[config.mk]
export PLATFORM = sky130hd
export DESIGN_NAME = booth_seq_mult
export DESIGN_NICKNAME = d
export VERILOG_FILES = /design/src/rtl/booth_seq_mult.sv
export SDC_FILE = /design/constraint.sdc
export NUM_CORES = 1
export LEC_CHECK = 0
export ABC_AREA = 1
export BUFFER_PORTS_ARGS = -buffer_cell sky130_fd_sc_hd__buf_2
export CAP_MARGIN = 40
export CORE_AREA = 3 3 102 104
export CTS_BUF_LIST = sky130_fd_sc_hd__clkbuf_8
export CTS_CLUSTER_DIAMETER = 200
export DETAILED_ROUTE_END_ITERATION = 8
export DIE_AREA = 0 0 105 107
export SLEW_MARGIN = 20
export SYNTH_ARGS = -nofsm -noshare
export SYNTH_HDL_FRONTEND = slang
export SYNTH_SLANG_ARGS = --single-unit
export TNS_END_PERCENT = 5
[constraint.sdc]
create_clock -name clk -period 7.3 [get_ports clk]
set_input_delay 0.73 -clock clk [delete_from_list [all_inputs] [get_ports clk]]
set_output_delay 0.73 -clock clk [all_outputs]
set_load 0.01 [all_outputs]
[src/rtl/booth_seq_mult.sv]
// Iterative radix-4 Booth multiplier, one partial product per clock.
// Valid/ready on both sides; signed or unsigned per transaction.
module booth_seq_mult #(
   parameter int WORDLEN = 8
) (
   input  logic                   clk,
   input  logic                   rst_n,
   input  logic                   in_valid,
   output logic                   in_ready,
   input  logic                   in_signed,
   input  logic [WORDLEN-1:0]     A,
   input  logic [WORDLEN-1:0]     B,
   output logic                   out_valid,
   input  logic                   out_ready,
   output logic [2*WORDLEN-1:0]   Result,
   output logic                   busy
);

   localparam int N_ITER = WORDLEN / 2 + 1;
   localparam int EW     = WORDLEN + 2;
   localparam int AW     = 2 * WORDLEN + 2;
   localparam int CW     = $clog2(N_ITER);

   if (WORDLEN < 4 || (WORDLEN % 2) != 0) begin : g_bad_wordlen
      $error("booth_seq_mult: WORDLEN must be even and >= 4");
   end

   typedef enum logic [1:0] {
      IDLE,
      BUSY,
      DONE
   } state_t;

   state_t state, state_nxt;

   logic [AW-1:0]       acc;
   logic [AW-1:0]       acc_nxt;
   logic [AW-1:0]       mcand;
   logic [EW:0]         bsh;
   logic [CW-1:0]       cnt;
   logic [2*WORDLEN-1:0] result_q;
   logic                accept;
   logic                last;
   logic [2:0]          trip;
   logic [AW-1:0]       sel;
   logic                inv;
   logic                d_zero, d_p1, d_p2, d_m1, d_m2;
   logic                a_sx, b_sx;

   assign accept = in_valid && (state == IDLE);
   assign last   = (cnt == CW'(N_ITER - 1));
   assign trip   = bsh[2:0];
   assign a_sx   = in_signed & A[WORDLEN-1];
   assign b_sx   = in_signed & B[WORDLEN-1];

   always_ff @(posedge clk or negedge rst_n) begin
      if (!rst_n) begin
         state <= IDLE;
      end else begin
         state <= state_nxt;
      end
   end

   always_comb begin
      state_nxt = state;
      in_ready  = 1'b0;
      busy      = 1'b0;
      out_valid = 1'b0;
      unique case (state)
         IDLE: begin
            in_ready = 1'b1;
            if (in_valid) state_nxt = BUSY;
         end
         BUSY: begin
            busy = 1'b1;
            if (last) state_nxt = DONE;
         end
         DONE: begin
            out_valid = 1'b1;
            if (out_ready) state_nxt = IDLE;
         end
         default: state_nxt = IDLE;
      endcase
   end

   // Booth digit from {b[2i+1], b[2i], b[2i-1]}
   always_comb begin
      d_zero = (trip == 3'b000) || (trip == 3'b111);
      d_p1   = (trip == 3'b001) || (trip == 3'b010);
      d_p2   = (trip == 3'b011);
      d_m2   = (trip == 3'b100);
      d_m1   = (trip == 3'b101) || (trip == 3'b110);
      sel    = '0;
      inv    = 1'b0;
      unique case (1'b1)
         d_zero: sel = '0;
         d_p1:   sel = mcand;
         d_p2:   sel = mcand << 1;
         d_m1: begin
            sel = mcand;
            inv = 1'b1;
         end
         d_m2: begin
            sel = mcand << 1;
            inv = 1'b1;
         end
         default: sel = '0;
      endcase
   end

   // negation: invert here, the +1 enters as carry-in
   assign acc_nxt = acc + (sel ^ {AW{inv}}) + AW'(inv);

   always_ff @(posedge clk or negedge rst_n) begin
      if (!rst_n) begin
         acc      <= '0;
         mcand    <= '0;
         bsh      <= '0;
         cnt      <= '0;
         result_q <= '0;
      end else if (accept) begin
         acc   <= '0;
         cnt   <= '0;
         mcand <= {{(WORDLEN + 2){a_sx}}, A};
         bsh   <= {{2{b_sx}}, B, 1'b0};
      end else if (state == BUSY) begin
         acc   <= acc_nxt;
         mcand <= mcand << 2;
         bsh   <= bsh >> 2;
         cnt   <= cnt + 1'b1;
         if (last) result_q <= acc_nxt[2*WORDLEN-1:0];
      end
   end

   assign Result = result_q;

endmodule

== Word level (Yosys, flattened, before mapping) ==
Cells that the tools add are included.

* Output and inout port bits: 19
* Word-level logic and storage cells: 52
* Bits of input ports: 21
* Register bits: 68

* Bitwise gates (word level): 4
* Add/subtract/negate cells: 3
* Reduce and logical (&&, ||, !) cells: 10
* Mux-type cells: 17
* Equal/unequal tests: 12

{| class="wikitable"
|+ Operator list
! operator !! number
|-
| 2-to-1 mux 18 bit || 4
|-
| one-hot mux 18 bit (2 select lines) || 1
|-
| 2-to-1 mux 11 bit || 2
|-
| adder 18 x 1 -> 18 bit || 1
|-
| adder 18 bit || 1
|-
| XOR 18 bit || 1
|-
| == test 3 bit (second input constant) || 4
|-
| == test 3 x 2 -> 1 bit (second input constant) || 2
|-
| 2-to-1 mux 2 bit || 3
|-
| 2-to-1 mux 3 bit || 2
|-
| inequality test 2 bit (second input constant) || 3
|-
| one-hot mux 2 bit (3 select lines) || 1
|-
| AND reduction 3 bit || 2
|-
| OR reduction 2 bit || 3
|-
| 2-to-1 mux 1 bit || 4
|-
| adder 3 x 1 -> 3 bit (second input constant) || 1
|-
| == test 3 x 1 -> 1 bit (second input constant) || 1
|-
| AND 1 bit || 2
|-
| == test 2 x 1 -> 1 bit (second input constant) || 1
|-
| == test 2 bit (second input constant) || 1
|-
| logical NOT 2 bit || 1
|-
| logical OR 1 bit || 2
|-
| nonzero test 2 bit || 1
|-
| logical AND 1 bit || 1
|-
| NOT 1 bit || 1
|}

== Depth between registers and ports, before layout ==
Gate-level depths: netlist of run 1.

* Depth in word-level cells: 9
* Depth in mapped cells: 19
* Depth with buffers taken out: 19

== Least setup slack after synthesis of run 1 ==
No wires, ideal clock.

* Path type: reg-to-reg
* From: register bsh[0]
* To: register acc[9]
* Cell stages (with the launch flop): 16
* Setup slack: 4753 ps
* Period minus slack after synthesis: 2547 ps
* Buffers on the path: 1
* Arrival: 2428 ps
* Data required time: 7181 ps
* Library setup time: 119 ps
* Cells stage by stage: dfrtp_1 > nand2_1 > nand2_1 > nand2_1 > clkbuf_1 > o22ai_1 > xnor2_1 > ha_1 > a21o_1 > a21boi_0 > nand2_1 > nand2_1 > nand2_1 > or2_1 > nand3_1 > nand2_1

* Longest elaborated chain between the ends: 9
* Elaborated cells between the ends (all ways): 18
* Those cells by class: add/sub (2); eq/ne (6); mux (4); bitwise (1); reduce/logical (5)

{| class="wikitable"
|+ RTL lines
! element !! line !! source
|-
| from (decl) || 39 || <nowiki>logic [EW:0] bsh;</nowiki>
|-
| from (signal assigned) || 125 || <nowiki>bsh <= {{2{b_sx}}, B, 1'b0};</nowiki>
|-
| from (signal assigned) || 129 || <nowiki>bsh <= bsh >> 2;</nowiki>
|-
| == test 3 x 1 -> 1 bit, or another cell as far along || 89 || <nowiki>d_p1 = (trip == 3'b001) || (trip == 3'b010);</nowiki>
|-
| logical OR 1 bit, on equally long branches || 89, 92 ||
|-
| OR reduction 2 bit (no line) || -- ||
|-
| one-hot mux 18 bit (2 select lines) or 2-to-1 mux 1 bit (tied branches) || 95 || <nowiki>unique case (1'b1)</nowiki>
|-
| XOR 18 bit || 112 || <nowiki>assign acc_nxt = acc + (sel ^ {AW{inv}}) + AW'(inv);</nowiki>
|-
| adder 18 bit || 112 ||
|-
| adder 18 x 1 -> 18 bit * || 112 ||
|-
| 2-to-1 mux 18 bit * || 126 || <nowiki>end else if (state == BUSY) begin</nowiki>
|-
| 2-to-1 mux 18 bit * || 121 || <nowiki>end else if (accept) begin</nowiki>
|-
| to (signal assigned) || 127 || <nowiki>acc <= acc_nxt;</nowiki>
|-
| to (decl) || 36 || <nowiki>logic [AW-1:0] acc;</nowiki>
|}

Every way passes the cells marked *; elsewhere a longest branch is shown, timed or not. The select of a mux whose other input is x is not followed.
A chain may end at the register's enable or synchronous reset.

== Worst setup path in the final report of run 1 ==
* From: register bsh[1]
* To: register result_q[11], in the netlist Result[11]

* Longest elaborated chain between the ends: 7
* Elaborated cells between the ends (all ways): 16
* Those cells by class: add/sub (2); eq/ne (6); mux (2); bitwise (1); reduce/logical (5)

{| class="wikitable"
|+ RTL lines
! element !! line !! source
|-
| == test 3 x 1 -> 1 bit, or another cell as far along || 89 ||
|-
| logical OR 1 bit, on equally long branches || 89, 92 ||
|-
| OR reduction 2 bit (no line) || -- ||
|-
| one-hot mux 18 bit (2 select lines) or 2-to-1 mux 1 bit (tied branches) || 95 ||
|-
| XOR 18 bit || 112 ||
|-
| adder 18 bit || 112 ||
|-
| adder 18 x 1 -> 18 bit * || 112 ||
|-
| to (signal assigned) || 131 || <nowiki>if (last) result_q <= acc_nxt[2*WORDLEN-1:0];</nowiki>
|-
| to (decl) || 41 || <nowiki>logic [2*WORDLEN-1:0] result_q;</nowiki>
|}

Every way passes the cells marked *; elsewhere a longest branch is shown, timed or not.

==> results of run 1 <==
-- through the flow --
step	utilization, %	hold WS, ns	setup WS (ns)
floorplan	-	0.434	4.75
global placement	40.5	0.461	4.57
CTS	42.9	0.480	4.49
finish	43.1	0.366	4.46
global route	43.1	0.378	4.13
detailed placement	40.5	0.462	4.51
-- flip-flops by register name, summed over array words and instances (netlist names) --
register	count
mcand	16
acc	16
Result	16
cnt	3
bsh	10
state	2
-- placed cells by master, fill, tap and decap left out, types with 3 or more instances in the layout --
| master | Yosys | layout |
|---|---|---|
| sky130_fd_sc_hd__o22ai_1 | 19 | 19 |
| sky130_fd_sc_hd__xnor2_1 | 19 | 19 |
| sky130_fd_sc_hd__inv_1 | 50 | 50 |
| sky130_fd_sc_hd__dfrtp_1 | 63 | 63 |
| sky130_fd_sc_hd__nand3_1 | 24 | 24 |
| sky130_fd_sc_hd__o21ai_1 | 10 | 10 |
| sky130_fd_sc_hd__a21o_1 | 3 | 3 |
| sky130_fd_sc_hd__buf_2 | 7 | 39 |
| sky130_fd_sc_hd__xor2_1 | 6 | 6 |
| sky130_fd_sc_hd__o221ai_1 | 8 | 8 |
| sky130_fd_sc_hd__nand2_1 | 117 | 117 |
| sky130_fd_sc_hd__o21ai_0 | 36 | 36 |
| sky130_fd_sc_hd__o21bai_1 | 3 | 3 |
| sky130_fd_sc_hd__ha_1 | 17 | 17 |
| sky130_fd_sc_hd__clkbuf_8 | 0 | 12 |
| sky130_fd_sc_hd__nor2_1 | 19 | 19 |
| sky130_fd_sc_hd__a21oi_1 | 12 | 12 |
| sky130_fd_sc_hd__inv_2 | 5 | 5 |
-- layer usage --
layer	routed length (microns)	global-route usage [%]	share of wire [%]
met5	0	0	0
met3	375	4.03	4.5
met2	3760	24.9	45
met1	4040	20.7	49
met4	125	5.25	1.5
-- path summary, 6_finish.rpt --
path	from	end	slack [ns]	depth (start not counted)
worst max-delay path	bsh[1]	Result[11]	4.46	19
worst min-delay path	rst_n	Result[14]	0.37	2
worst max register to register	bsh[1]	Result[11]	4.46	19
worst min register to register	Result[12]	Result[12]	0.47	2
max in group asynchronous	rst_n	bsh[2]	6.42	3
min in group clk	Result[12]	Result[12]	0.47	2
-- layout make-up --
cell class | instances | area [sq um] | area share, %
clock buffer | 12 | 165 | 3.98
clock inverter | 3 | 65.1 | 1.57
inverter | 55 | 206 | 4.97
multi-input combinational | 312 | 1750 | 42.2
sequential | 63 | 1580 | 38.0
tap | 133 | 166 | 4.01
timing repair buffer | 41 | 223 | 5.36
-- kinds of logic after synthesis --
family	after synthesis	synth area share, %
buf+inv	69	7.64
flops	63	43.8
xor+xnor	25	6.08
compound gates	99	16.3
simple gates	170	19.8
fa+ha+maj	18	6.46
-- worst reg2reg max path: cells and delay by family, from the launching register on --
family	cells	cell delay, ns
compound gates	1	0.25
fa+ha+maj	1	0.29
buf+inv	2	0.16
simple gates	14	1.39
flops	1	0.38
xor+xnor	1	0.26
==> impl_results.html, run 1 <==
<table>
<tr><th>Metric</th><th>Value</th></tr>
<tr><th colspan="2">Clock network</th></tr>
<tr><td>H-tree depth reported by CTS</td><td>3</td></tr>
<tr><td>Clock-pin transition on the worst setup and hold timing paths</td><td>roughly 0.070 ns</td></tr>
<tr><td>Maximum clock insertion buffer count</td><td>2</td></tr>
<tr><td>Quantity of gates resized following cts</td><td>0</td></tr>
<tr><td>Post-CTS Hold Buffers</td><td>0</td></tr>
<tr><td>Clock tree from TritonCTS</td><td>done</td></tr>
<tr><td>Clock network latency to the later pin of the worst-skew pair</td><td>0.35 ns</td></tr>
<tr><td>TritonCTS Sinks</td><td>63</td></tr>
<tr><td>Post-CTS setup-driven buffer insertion count</td><td>0</td></tr>
<tr><td>Cell at the root of the clock tree</td><td>sky130_fd_sc_hd__clkbuf_8</td></tr>
<tr><td>Number of clock buffers inserted by TritonCTS</td><td>9</td></tr>
<tr><th colspan="2">Timing</th></tr>
<tr><td>Post-route minimum period</td><td>roughly 2.8 ns</td></tr>
<tr><td>Slew Limit Headroom</td><td>between 60% and 70%</td></tr>
<tr><td>Final number of hold-violating endpoints</td><td>0</td></tr>
<tr><td>Final clock skew</td><td>0.00634 ns</td></tr>
<tr><td>Max Freq</td><td>~350 MHz</td></tr>
<tr><td>Unrepaired setup endpoints after global routing</td><td>no</td></tr>
<tr><td>Endpoints failing setup</td><td>0</td></tr>
<tr><td>Number of pins with negative max-slew slack in the final report</td><td>0</td></tr>
<tr><td>Slew at the pin closest to its max-slew limit</td><td>between 0.5 and 0.6 ns</td></tr>
<tr><td>Part of the cycle the worst path needs</td><td>38.9%</td></tr>
<tr><td>Total negative slack for setup checks</td><td>0 ns</td></tr>
<tr><th colspan="2">Detailed routing</th></tr>
<tr><td>Total via count in the routed design</td><td>around 3,000</td></tr>
<tr><td>DRT Wirelength</td><td>~8300 microns</td></tr>
<tr><td>Average via count per standard cell</td><td>4.79</td></tr>
<tr><td>Antenna violation net count after detailed routing</td><td>0</td></tr>
<tr><td>Detail-routed net length per standard cell</td><td>13.4 microns</td></tr>
<tr><td>Iteration-0 DRC count of the detailed router</td><td>85</td></tr>
<tr><td>First-pass iteration count of the detailed router</td><td>4</td></tr>
<tr><td>DRC violations left</td><td>0</td></tr>
<tr><th colspan="2">Setup path</th></tr>
<tr><td>Cell at the slowest stage of the critical path</td><td>sky130_fd_sc_hd__dfrtp_1</td></tr>
<tr><td>Type of element capturing the critical path</td><td>flip-flop</td></tr>
<tr><td>Slowest Stage Delay on Critical Path</td><td>0.38 ns</td></tr>
<tr><td>Data arrival, critical path</td><td>3.08 ns</td></tr>
<tr><td>Critical-path maximum fanout</td><td>15</td></tr>
<tr><td>Category of the worst setup path launch point</td><td>flip-flop</td></tr>
<tr><td>Dominant delay contributor by cell family on the critical path</td><td>simple AND/OR/NAND/NOR gates</td></tr>
<tr><td>Most common cell type on the critical path</td><td>sky130_fd_sc_hd__nand2_1</td></tr>
<tr><td>Worst setup path class</td><td>reg -&gt; reg</td></tr>
<tr><td>Sum of buffers and inverters on the critical path</td><td>2</td></tr>
<tr><td>Cell breakdown of the critical path</td><td>inv_1 -&gt; nand2_1 -&gt; nand2_1 -&gt; nand2_1 -&gt; o22ai_1 -&gt; xor2_1 -&gt; inv_1 -&gt; ha_1 -&gt; nand2_1 -&gt; nor2_1 -&gt; nand3_1 -&gt; nand2_1 -&gt; nand2_1 -&gt; nand2_1 -&gt; nand2_1 -&gt; nand2_1 -&gt; nand2_1 -&gt; nand3_1 -&gt; nand2_1</td></tr>
<tr><td>Data required time at the worst endpoint</td><td>around 7.5 ns</td></tr>
<tr><th colspan="2">Place</th></tr>
<tr><td>Hpwl dp</td><td>~5800 microns</td></tr>
<tr><td>Inst Count DP</td><td>about 600</td></tr>
<tr><td>Global placer's final weighted congestion</td><td>between 0.7 and 0.8</td></tr>
<tr><td>Cell area after placement</td><td>between 3000 and 4000 sq um</td></tr>
<tr><td># port buffers</td><td>39</td></tr>
<tr><th colspan="2">GRT</th></tr>
<tr><td>Global-route wire length before repair</td><td>around 14,000 microns</td></tr>
<tr><td>Number of global-route vias before repair</td><td>roughly 2,900</td></tr>
<tr><td>Global-route usage over all layers</td><td>between 10% and 20%</td></tr>
<tr><td>Pin count of the biggest net entering global routing</td><td>between 60 and 70</td></tr>
<tr><td>Residual overflow from global routing</td><td>0</td></tr>
<tr><td>Initial antenna violation count</td><td>0</td></tr>
<tr><th colspan="2">Min path</th></tr>
<tr><td>Type of the most critical hold path</td><td>in -&gt; async</td></tr>
<tr><th colspan="2">Synthesis</th></tr>
<tr><td>Share of async-settable or async-resettable flops after synthesis</td><td>100%</td></tr>
<tr><td>Yosys Warn Count</td><td>0</td></tr>
<tr><td>Top cells by instance count after synthesis</td><td>sky130_fd_sc_hd__nand2_1 (117), sky130_fd_sc_hd__dfrtp_1 (63), sky130_fd_sc_hd__inv_1 (50)</td></tr>
<tr><td>Net count after synthesis</td><td>483</td></tr>
<tr><td>Flip-flop cell with the highest count after synthesis</td><td>sky130_fd_sc_hd__dfrtp_1</td></tr>
<tr><td>Number of synthesized register bits</td><td>63</td></tr>
<tr><td>Post-Synthesis Mean Instance Area</td><td>8.11 sq um</td></tr>
<tr><td>Post-synthesis cell type with the largest combined area</td><td>sky130_fd_sc_hd__dfrtp_1</td></tr>
<tr><td>Number of enable-type register cells in the synthesized netlist</td><td>0</td></tr>
<tr><td>Top post-synthesis cells by area</td><td>sky130_fd_sc_hd__dfrtp_1 (44%), sky130_fd_sc_hd__nand2_1 (12%), sky130_fd_sc_hd__ha_1 (5.9%)</td></tr>
<tr><td>Top-area cell type share of the netlist area</td><td>43.8%</td></tr>
<tr><td>Unique cell type count in the Yosys netlist</td><td>33</td></tr>
<tr><td>Register area share after synthesis</td><td>roughly 44%</td></tr>
<tr><td>Number of cells produced by synthesis</td><td>~440</td></tr>
<tr><td>Area of the mapped netlist</td><td>3600 sq um</td></tr>
<tr><td>Most common cell in the netlist</td><td>sky130_fd_sc_hd__nand2_1</td></tr>
<tr><th colspan="2">Floorplanning</th></tr>
<tr><td>Top-level port count</td><td>40</td></tr>
<tr><td>Initial standard-cell utilization of the core</td><td>37.4%</td></tr>
<tr><td>FP Rows</td><td>36</td></tr>
<tr><td>Die width</td><td>around 110 microns</td></tr>
<tr><td>Placeable core region</td><td>9640 sq um</td></tr>
<tr><td>Die Area</td><td>between 10,000 and 15,000 sq um</td></tr>
<tr><td>DIE HEIGHT</td><td>107 microns</td></tr>
<tr><th colspan="2">Final layout</th></tr>
<tr><td>Cell Count, Final, Fillers Out</td><td>a little over 600</td></tr>
<tr><td>Number of antenna repair diodes</td><td>0</td></tr>
<tr><td>Final #Nets</td><td>around 520</td></tr>
<tr><td>Fraction of final layout cells sized beyond drive strength 1</td><td>between 10% and 20%</td></tr>
<tr><td>Layout Cell Area excl Fill</td><td>between 4000 and 5000 sq um</td></tr>
<tr><td>Area grow syn2layout</td><td>15.3%</td></tr>
<tr><td>Count of fill cells added during filler insertion</td><td>1,009</td></tr>
<tr><th colspan="2">Run</th></tr>
<tr><td>Max-cap violations</td><td>0</td></tr>
<tr><th colspan="2">Outcome</th></tr>
<tr><td>Run status</td><td>completed</td></tr>
</table>
Power of run 1 is not shown: default switching activity piles up to over one toggle a cycle in this logic, so the estimate is an artifact.
==> run 2, diff against run 1 <==
- ABC_AREA: 1 -> 0
- CORE_AREA: 3 3 102 104 -> 3 3 104 106
- DIE_AREA: 0 0 105 107 -> 0 0 107 109
- clock period: 7.3 -> 2.5 ns (I/O delays scaled with it)
==> run 2 against run 1 <==
The flow now finishes with violations (negative setup slack); sequential share of layout area shrank 6.9 points; first-iteration DRC count is 98% higher; non-clock buffer count is 81 higher; die area is 3.8% higher; clock skew is 0.0014 ns higher; critical path depth fell by 8; via count up 21%.
==> impl_results.html, run 2 <==
<table>
<tr><th>Metric</th><th>Value</th></tr>
<tr><th colspan="2">Setup path</th></tr>
<tr><td>Path depth of the worst reg2reg path</td><td>11 (-8)</td></tr>
<tr><td>Crit path from</td><td>bsh[1]</td></tr>
<tr><td>Type of element capturing the critical path</td><td>flip-flop</td></tr>
<tr><td>Slowest Stage Delay on Critical Path</td><td>0.46 ns (+0.08 ns)</td></tr>
<tr><td>Cell breakdown of the critical path</td><td>or3_4 -&gt; buf_12 -&gt; buf_6 -&gt; nor2_4 -&gt; a221o_1 -&gt; ha_4 -&gt; a21o_1 -&gt; a211oi_2 -&gt; o21ai_2 -&gt; or3_4 -&gt; a32o_1</td></tr>
<tr><td>Data required time at the worst endpoint</td><td>2.74 ns (-4.80 ns)</td></tr>
<tr><td>Most common cell type on the critical path</td><td>sky130_fd_sc_hd__or3_4</td></tr>
<tr><td>Data arrival, critical path</td><td>3.13 ns (+0.05 ns)</td></tr>
<tr><td>RR Startpoint</td><td>bsh[1]</td></tr>
<tr><td>Cell at the slowest stage of the critical path</td><td>sky130_fd_sc_hd__dfrtp_2</td></tr>
<tr><td>Setup slack on the worst flop-to-flop path</td><td>-0.40 ns (-4.85 ns)</td></tr>
<tr><td>Worst setup path class</td><td>reg -&gt; reg</td></tr>
<tr><td>Category of the worst setup path launch point</td><td>flip-flop</td></tr>
<tr><td>Critical-path maximum fanout</td><td>6 (-9)</td></tr>
<tr><td>Worst flop-to-flop path endpoint</td><td>acc[15]</td></tr>
<tr><th colspan="2">Floorplanning</th></tr>
<tr><td>Placeable core region</td><td>9860 sq um (+2.3%)</td></tr>
<tr><td>FP Rows</td><td>36 (unchanged)</td></tr>
<tr><td>Initial standard-cell utilization of the core</td><td>38.5% (+1.1 points)</td></tr>
<tr><td>DIE HEIGHT</td><td>109 microns (+1.9%)</td></tr>
<tr><td>Top-level port count</td><td>40 (unchanged)</td></tr>
<tr><td>Die width</td><td>107 microns (+1.9%)</td></tr>
<tr><td>Die Area</td><td>11,700 sq um (+3.8%)</td></tr>
<tr><th colspan="2">Clock network</th></tr>
<tr><td>Clock-pin transition on the worst setup and hold timing paths</td><td>0.08 ns (about the same)</td></tr>
<tr><td>TritonCTS Sinks</td><td>63 (unchanged)</td></tr>
<tr><td>Maximum clock insertion buffer count</td><td>2 (unchanged)</td></tr>
<tr><td>H-tree depth reported by CTS</td><td>3 (unchanged)</td></tr>
<tr><td>Number of clock buffers inserted by TritonCTS</td><td>9 (unchanged)</td></tr>
<tr><td>Cell at the root of the clock tree</td><td>sky130_fd_sc_hd__clkbuf_8</td></tr>
<tr><td>Clock network latency to the later pin of the worst-skew pair</td><td>0.35 ns (about the same)</td></tr>
<tr><td>Clock tree from TritonCTS</td><td>done</td></tr>
<tr><th colspan="2">Synthesis</th></tr>
<tr><td>Net count after synthesis</td><td>476 (-1.4%)</td></tr>
<tr><td>Area of the mapped netlist</td><td>3800 sq um (+5.4%)</td></tr>
<tr><td>Number of enable-type register cells in the synthesized netlist</td><td>0 (unchanged)</td></tr>
<tr><td>Flip-flop cell with the highest count after synthesis</td><td>sky130_fd_sc_hd__dfrtp_1</td></tr>
<tr><td>Register area share after synthesis</td><td>41.5% (-2.2 points)</td></tr>
<tr><td>Top cells by instance count after synthesis</td><td>sky130_fd_sc_hd__nand2_1 (83), sky130_fd_sc_hd__dfrtp_1 (63), sky130_fd_sc_hd__o21ai_0 (54)</td></tr>
<tr><td>Number of cells produced by synthesis</td><td>437 (-1.6%)</td></tr>
<tr><td>Number of synthesized register bits</td><td>63 (unchanged)</td></tr>
<tr><td>Post-synthesis cell type with the largest combined area</td><td>sky130_fd_sc_hd__dfrtp_1</td></tr>
<tr><td>Unique cell type count in the Yosys netlist</td><td>52 (+58%)</td></tr>
<tr><td>Top post-synthesis cells by area</td><td>sky130_fd_sc_hd__dfrtp_1 (42%), sky130_fd_sc_hd__nand2_1 (8.2%), sky130_fd_sc_hd__o21ai_0 (7.1%)</td></tr>
<tr><td>Most common cell in the netlist</td><td>sky130_fd_sc_hd__nand2_1</td></tr>
<tr><td>Yosys Warn Count</td><td>0 (unchanged)</td></tr>
<tr><td>Share of async-settable or async-resettable flops after synthesis</td><td>100% (unchanged)</td></tr>
<tr><td>Top-area cell type share of the netlist area</td><td>41.5% (-2.2 points)</td></tr>
<tr><td>Post-Synthesis Mean Instance Area</td><td>8.69 sq um (+7.1%)</td></tr>
<tr><th colspan="2">Final layout</th></tr>
<tr><td>Fraction of final layout cells sized beyond drive strength 1</td><td>31.0% (+17 points)</td></tr>
<tr><td>Final core utilization</td><td>51.6% (+8.5 points)</td></tr>
<tr><td>Commonest cells after routing, fill and taps aside</td><td>sky130_fd_sc_hd__nand2_1 (83), sky130_fd_sc_hd__buf_4 (77), sky130_fd_sc_hd__dfrtp_1 (60)</td></tr>
<tr><td>Number of antenna repair diodes</td><td>0 (unchanged)</td></tr>
<tr><td>Final #Nets</td><td>580 (+11%)</td></tr>
<tr><td>Area grow syn2layout</td><td>34.0%</td></tr>
<tr><td>Cell Count, Final, Fillers Out</td><td>679 (+9.7%)</td></tr>
<tr><td>Most common cell after layout, fill and taps aside</td><td>sky130_fd_sc_hd__nand2_1</td></tr>
<tr><th colspan="2">Timing</th></tr>
<tr><td>Number of pins with negative max-slew slack in the final report</td><td>0 (unchanged)</td></tr>
<tr><td>Final clock skew</td><td>0.00777 ns (+0.00143 ns)</td></tr>
<tr><td>Max Freq</td><td>345 MHz (-1.9%)</td></tr>
<tr><td>Final number of hold-violating endpoints</td><td>0 (unchanged)</td></tr>
<tr><td>Slew Limit Headroom</td><td>57.6% (-4.8 points)</td></tr>
<tr><td>Total negative slack for setup checks</td><td>-2.87 ns (-2.87 ns)</td></tr>
<tr><td>Unrepaired setup endpoints after global routing</td><td>yes</td></tr>
<tr><td>Part of the cycle the worst path needs</td><td>116% (+77 points)</td></tr>
<tr><td>Post-route minimum period</td><td>2.90 ns (+0.0545 ns)</td></tr>
<tr><td>Final WS setup</td><td>-0.395 ns (-4.85 ns)</td></tr>
<tr><td>Slew at the pin closest to its max-slew limit</td><td>0.636 ns (+0.0733 ns)</td></tr>
<tr><td>Endpoints failing setup</td><td>19 (+19)</td></tr>
<tr><th colspan="2">Detailed routing</th></tr>
<tr><td>First-pass iteration count of the detailed router</td><td>4 (unchanged)</td></tr>
<tr><td>DRC violations left</td><td>0 (unchanged)</td></tr>
<tr><td>Average via count per standard cell</td><td>5.27 (+10%)</td></tr>
<tr><td>Detail-routed net length per standard cell</td><td>15.1 microns (+13%)</td></tr>
<tr><td>DRT Wirelength</td><td>10,300 microns (+24%)</td></tr>
<tr><td>Iteration-0 DRC count of the detailed router</td><td>168 (+98%)</td></tr>
<tr><td>Antenna violation net count after detailed routing</td><td>0 (unchanged)</td></tr>
<tr><td>Total via count in the routed design</td><td>3,580 (+21%)</td></tr>
<tr><th colspan="2">Place</th></tr>
<tr><td># port buffers</td><td>39 (unchanged)</td></tr>
<tr><td>Global placer's final weighted congestion</td><td>0.898 (+13%)</td></tr>
<tr><td>Hpwl dp</td><td>7650 microns (+31%)</td></tr>
<tr><td>Inst Count DP</td><td>661 (+9.6%)</td></tr>
<tr><th colspan="2">Min path</th></tr>
<tr><td>Cells on Worst Hold Path</td><td>2</td></tr>
<tr><td>Worst Hold Path EP</td><td>state[1]</td></tr>
<tr><td>Type of the most critical hold path</td><td>in -&gt; reg</td></tr>
<tr><td>Min-delay src</td><td>out_ready</td></tr>
<tr><th colspan="2">Outcome</th></tr>
<tr><td>Violations in the final reports</td><td>negative setup slack</td></tr>
<tr><td>Run status</td><td>finished with violations</td></tr>
<tr><th colspan="2">GRT</th></tr>
<tr><td>Pin count of the biggest net entering global routing</td><td>39 (-39%)</td></tr>
<tr><td>Residual overflow from global routing</td><td>0 (unchanged)</td></tr>
<tr><td>Global-route usage over all layers</td><td>18.9% (+3.3 points)</td></tr>
<tr><td>Initial antenna violation count</td><td>0 (unchanged)</td></tr>
<tr><td>Global-route wire length before repair</td><td>17,500 microns (+25%)</td></tr>
<tr><td>Number of global-route vias before repair</td><td>3,616 (+24%)</td></tr>
<tr><th colspan="2">Run</th></tr>
<tr><td>Max-cap violations</td><td>0 (unchanged)</td></tr>
</table>
[run 2: cell count changes after synthesis, sizes merged, moves of 5 or more]
cell | before | now
or3 | 0 | 5
inv | 55 | 6
a31oi | 0 | 12
o22ai | 19 | 0
o21ai | 47 | 55
xnor2 | 19 | 4
xor2 | 6 | 22
a22oi | 0 | 25
o221ai | 8 | 0
buf | 8 | 3
nand2 | 118 | 83
clkbuf | 6 | 26
nor2 | 21 | 15
o31ai | 1 | 7
[run 2: layer usage]
layer	global-route usage, %	vias to the layer above	share of wire, %
met5	0	-	0
met4	5.94	0	1.5
met3	3.91	14	5.1
met2	30.8	96	47
met1	25.2	1688	46
li1	-	1782	-
[run 2: critical path: cells and delay by family, from the launching register on]
family,cells,cell delay [ns]
adder cells (fa/ha/maj),1,0.23
buffers and inverters,2,0.26
AND/OR/NAND/NOR,3,0.93
flip-flops,1,0.46
AO/OA/AOI/OAI,5,0.91
[run 2: layout make-up]
cell class / instances / area, sq um
multi-input cells: 338 / 2230
flip-flops and latches: 63 / 1580
clock inverters: 4 / 52.6
well taps: 133 / 166
clock buffers: 12 / 165
repair buffers: 122 / 866
inverters: 7 / 28.8
fillers: 917 / 4780
[run 2: worst max-delay path by stage]
stage	endpoint	slack, ns	depth (start not counted)
6_report	acc[15]	-0.40	11
5_1_grt	acc[15]	-0.53	13
4_1_cts	acc[15]	-0.36	12
3_5_place_dp	acc[15]	-0.48	11
3_3_place_gp	acc[15]	-0.43	11
2_1_floorplan	acc[15]	-0.36	14
[run 2: what timing repair did]
item	4_1_cts	5_1_grt
pin swaps	10	7
hold endpoints to repair	25	0
setup endpoints to repair	22	24
resized for setup	18	23
buffers inserted	1	0
hold buffers	1	0
[run 2: per-stage QoR]
step | area [sq um] | setup slack [ns] | hold slack [ns]
2_1_floorplan | 3880 | -0.355 | -0.0456
3_3_place_gp | 4710 | -0.426 | 0.297
3_5_place_dp | 4710 | -0.475 | 0.304
4_1_cts | 5020 | -0.364 | 0.0738
5_1_grt | 5090 | -0.533 | 0.0986
6_report | 5090 | -0.395 | 0.0793
[run 2: cell families (layout without fill, tap and decap cells)]
group / count (synthesis) / count (layout) / synth area share, %
buffers and inverters: 36 / 145 / 4.09
xor gates and xnor gates: 26 / 26 / 6.00
DFF: 63 / 63 / 41.5
muxes: 1 / 1 / 0.264
AOI/OAI and AO/OA: 142 / 142 / 24.1
and+or+nand+nor: 151 / 151 / 18.0
adders and majority gates: 18 / 18 / 6.13
Power of run 2 is left out for the same reason.
==> run 3, diff against run 2 <==
- CORE_AREA: 3 3 104 106 -> 3 3 146 77
- DIE_AREA: 0 0 107 109 -> 0 0 149 80
- clock period: 2.5 -> 3.71 ns (I/O delays scaled with it)
==> run 3 against run 2 <==
The run now ends clean; utilization shrank 8.5 points; die area grew 2.2%; global-route usage shrank 1.9 points; register-to-register slack gained 0.83 ns; critical endpoint unchanged; largest cell class unchanged; highest routed layer unchanged.
==> impl_results.html, run 3 (synthesis results as in run 2) <==
<table>
<tr><th>Metric</th><th>Value</th></tr>
<tr><th colspan="2">Setup path</th></tr>
<tr><td>Data required time at the worst endpoint</td><td>3.95 ns (+1.21 ns)</td></tr>
<tr><td>Category of the worst setup path launch point</td><td>flip-flop</td></tr>
<tr><td>Crit path from</td><td>bsh[1]</td></tr>
<tr><td>Type of element capturing the critical path</td><td>flip-flop</td></tr>
<tr><td>Cell breakdown of the critical path</td><td>or3_1 -&gt; o21ai_0 -&gt; ha_1 -&gt; a21o_1 -&gt; a21o_1 -&gt; a211oi_1 -&gt; o21ai_0 -&gt; or3_1 -&gt; a32o_1</td></tr>
<tr><td>Critical-path maximum fanout</td><td>14 (+8)</td></tr>
<tr><td>Data arrival, critical path</td><td>3.51 ns (+0.38 ns)</td></tr>
<tr><td>Worst setup path class</td><td>reg -&gt; reg</td></tr>
<tr><td>Dominant delay contributor by cell family on the critical path</td><td>compound AO/OA/AOI/OAI gates</td></tr>
<tr><td>Cell at the slowest stage of the critical path</td><td>sky130_fd_sc_hd__or3_1</td></tr>
<tr><td>RR Startpoint</td><td>bsh[1]</td></tr>
<tr><td>Slowest Stage Delay on Critical Path</td><td>0.57 ns (+0.11 ns)</td></tr>
<tr><td>Sum of buffers and inverters on the critical path</td><td>0 (-2)</td></tr>
<tr><th colspan="2">GRT</th></tr>
<tr><td>Pin count of the biggest net entering global routing</td><td>45 (+15%)</td></tr>
<tr><td>GR Layer Usage met3</td><td>4.14% (+0.23 points)</td></tr>
<tr><td>Global-route wire length before repair</td><td>15,900 microns (-9.0%)</td></tr>
<tr><td>Met1 track utilization from global routing</td><td>25.9% (+0.64 points)</td></tr>
<tr><td>Residual overflow from global routing</td><td>0 (unchanged)</td></tr>
<tr><td>Number of global-route vias before repair</td><td>3,106 (-14%)</td></tr>
<tr><td>Initial antenna violation count</td><td>0 (unchanged)</td></tr>
<tr><td>GR Layer Usage met2</td><td>23.4% (-7.4 points)</td></tr>
<tr><td>Busiest layer in global routing</td><td>met1</td></tr>
<tr><td>Global-route usage over all layers</td><td>17.0% (-1.9 points)</td></tr>
<tr><th colspan="2">Place</th></tr>
<tr><td>Inst Count DP</td><td>599 (-9.4%)</td></tr>
<tr><td>Global placer's final weighted congestion</td><td>0.895 (-0.25%)</td></tr>
<tr><td># port buffers</td><td>39 (unchanged)</td></tr>
<tr><td>Hpwl dp</td><td>6720 microns (-12%)</td></tr>
<tr><td>Setup Slack @ Placement</td><td>0.456 ns (+0.931 ns)</td></tr>
<tr><th colspan="2">Outcome</th></tr>
<tr><td>Run status</td><td>completed</td></tr>
<tr><th colspan="2">Timing</th></tr>
<tr><td>Endpoints failing setup</td><td>0 (-19)</td></tr>
<tr><td>Final clock skew</td><td>0.0105 ns (+0.00273 ns)</td></tr>
<tr><td>Max Freq</td><td>306 MHz (-11%)</td></tr>
<tr><td>Final number of hold-violating endpoints</td><td>0 (unchanged)</td></tr>
<tr><td>Post-route minimum period</td><td>3.27 ns (+0.376 ns)</td></tr>
<tr><td>Number of pins with negative max-slew slack in the final report</td><td>0 (unchanged)</td></tr>
<tr><td>Slew Limit Headroom</td><td>53.5% (-4.2 points)</td></tr>
<tr><td>Part of the cycle the worst path needs</td><td>88.2% (-28 points)</td></tr>
<tr><td>Unrepaired setup endpoints after global routing</td><td>no</td></tr>
<tr><td>Total negative slack for setup checks</td><td>0 ns (+2.87 ns)</td></tr>
<tr><td>Final WS setup</td><td>0.439 ns (+0.834 ns)</td></tr>
<tr><td>Slew at the pin closest to its max-slew limit</td><td>0.698 ns (+0.0626 ns)</td></tr>
<tr><th colspan="2">Final layout</th></tr>
<tr><td>Commonest cells after routing, fill and taps aside</td><td>sky130_fd_sc_hd__nand2_1 (83), sky130_fd_sc_hd__dfrtp_1 (63), sky130_fd_sc_hd__o21ai_0 (54)</td></tr>
<tr><td>Reg area</td><td>1580 sq um (-0.24%)</td></tr>
<tr><td>Most common cell after layout, fill and taps aside</td><td>sky130_fd_sc_hd__nand2_1</td></tr>
<tr><td>Fraction of final layout cells sized beyond drive strength 1</td><td>15.2% (-16 points)</td></tr>
<tr><td>Area grow syn2layout</td><td>14.3%</td></tr>
<tr><td>Count of fill cells added during filler insertion</td><td>1,029 (+12%)</td></tr>
<tr><td>Area of the multi-input gates</td><td>2070 sq um (-7.3%)</td></tr>
<tr><td>Cell Count, Final, Fillers Out</td><td>615 (-9.4%)</td></tr>
<tr><td>Final #Nets</td><td>509 (-12%)</td></tr>
<tr><td>Final core utilization</td><td>43.0% (-8.5 points)</td></tr>
<tr><td>Number of antenna repair diodes</td><td>0 (unchanged)</td></tr>
<tr><th colspan="2">Min path</th></tr>
<tr><td>Type of the most critical hold path</td><td>in -&gt; async</td></tr>
<tr><th colspan="2">Clock network</th></tr>
<tr><td>TritonCTS Sinks</td><td>63 (unchanged)</td></tr>
<tr><td>H-tree depth reported by CTS</td><td>3 (unchanged)</td></tr>
<tr><td>Maximum clock insertion buffer count</td><td>2 (unchanged)</td></tr>
<tr><td>Clock network latency to the later pin of the worst-skew pair</td><td>0.35 ns (about the same)</td></tr>
<tr><td>Quantity of gates resized following cts</td><td>0 (-18)</td></tr>
<tr><td>Post-CTS Hold Buffers</td><td>0 (-1)</td></tr>
<tr><td>Clock-pin transition on the worst setup and hold timing paths</td><td>0.07 ns (about the same)</td></tr>
<tr><td>Post-CTS setup-driven buffer insertion count</td><td>0 (-1)</td></tr>
<tr><td>Cell at the root of the clock tree</td><td>sky130_fd_sc_hd__clkbuf_8</td></tr>
<tr><td>Clock tree from TritonCTS</td><td>done</td></tr>
<tr><td>Number of clock buffers inserted by TritonCTS</td><td>9 (unchanged)</td></tr>
<tr><th colspan="2">Detailed routing</th></tr>
<tr><td>DRT Wirelength</td><td>9370 microns (-8.8%)</td></tr>
<tr><td>Total via count in the routed design</td><td>3,245 (-9.4%)</td></tr>
<tr><td>DRC violations left</td><td>0 (unchanged)</td></tr>
<tr><td>Detail-routed net length per standard cell</td><td>15.2 microns (+0.65%)</td></tr>
<tr><td>Antenna violation net count after detailed routing</td><td>0 (unchanged)</td></tr>
<tr><td>Average via count per standard cell</td><td>5.28 (about the same)</td></tr>
<tr><td>First-pass iteration count of the detailed router</td><td>5 (+1)</td></tr>
<tr><td>Iteration-0 DRC count of the detailed router</td><td>238 (+42%)</td></tr>
<tr><th colspan="2">Floorplanning</th></tr>
<tr><td>Die width</td><td>149 microns (+39%)</td></tr>
<tr><td>FP Rows</td><td>26 (-28%)</td></tr>
<tr><td>Initial standard-cell utilization of the core</td><td>37.7% (-0.84 points)</td></tr>
<tr><td>Top-level port count</td><td>40 (unchanged)</td></tr>
<tr><td>Die Area</td><td>11,900 sq um (+2.2%)</td></tr>
<tr><td>DIE HEIGHT</td><td>80 microns (-27%)</td></tr>
<tr><td>Placeable core region</td><td>10,100 sq um (+2.2%)</td></tr>
<tr><th colspan="2">Run</th></tr>
<tr><td>Max-cap violations</td><td>0 (unchanged)</td></tr>
</table>
[run 3: cell types whose count changed in the layout (fill, tap and decap cells not counted), sizes merged]
| cell | delta |
|---|---|
| buf | -70 |
| clkinv | +2 |
| clkinvlp | -3 |
| dlygate4sd3 | -1 |
| inv | +1 |
[run 3: cell type report]
class	count	share of cell area [%]
multi-input cells	338	47.6
flip-flops and latches	63	36.3
repair buffers	51	6.57
well taps	140	4.04
clock buffers	12	3.81
clock inverters	4	1.01
inverters	7	0.663
[run 3: through the flow]
stage | hold slack, ns | cell area [sq um]
floorplan | 0.0754 | 3800
global placement | 0.455 | 4130
detailed placement | 0.459 | 4130
CTS | 0.0771 | 4340
global route | 0.108 | 4340
finish | 0.0614 | 4340
[run 3: worst paths after layout]
kind / cells after the start / slack, ns / to
min reg2reg: 2 / 0.47 / Result[8]
min in group clk: 2 / 0.22 / state[1]
min: 1 / 0.06 / acc[12]
max in group asynchronous: 2 / 2.72 / cnt[1]
max: 9 / 0.44 / acc[15]
max reg2reg: 9 / 0.44 / acc[15]
[run 3: routing by layer]
metal  vias to the layer above  share of wire, %
met2                        82                42
met5                         -                 0
met4                         0               1.1
met3                        13               4.7
li1                       1639                 -
met1                      1511                53
Power of run 3 is left out for the same reason.
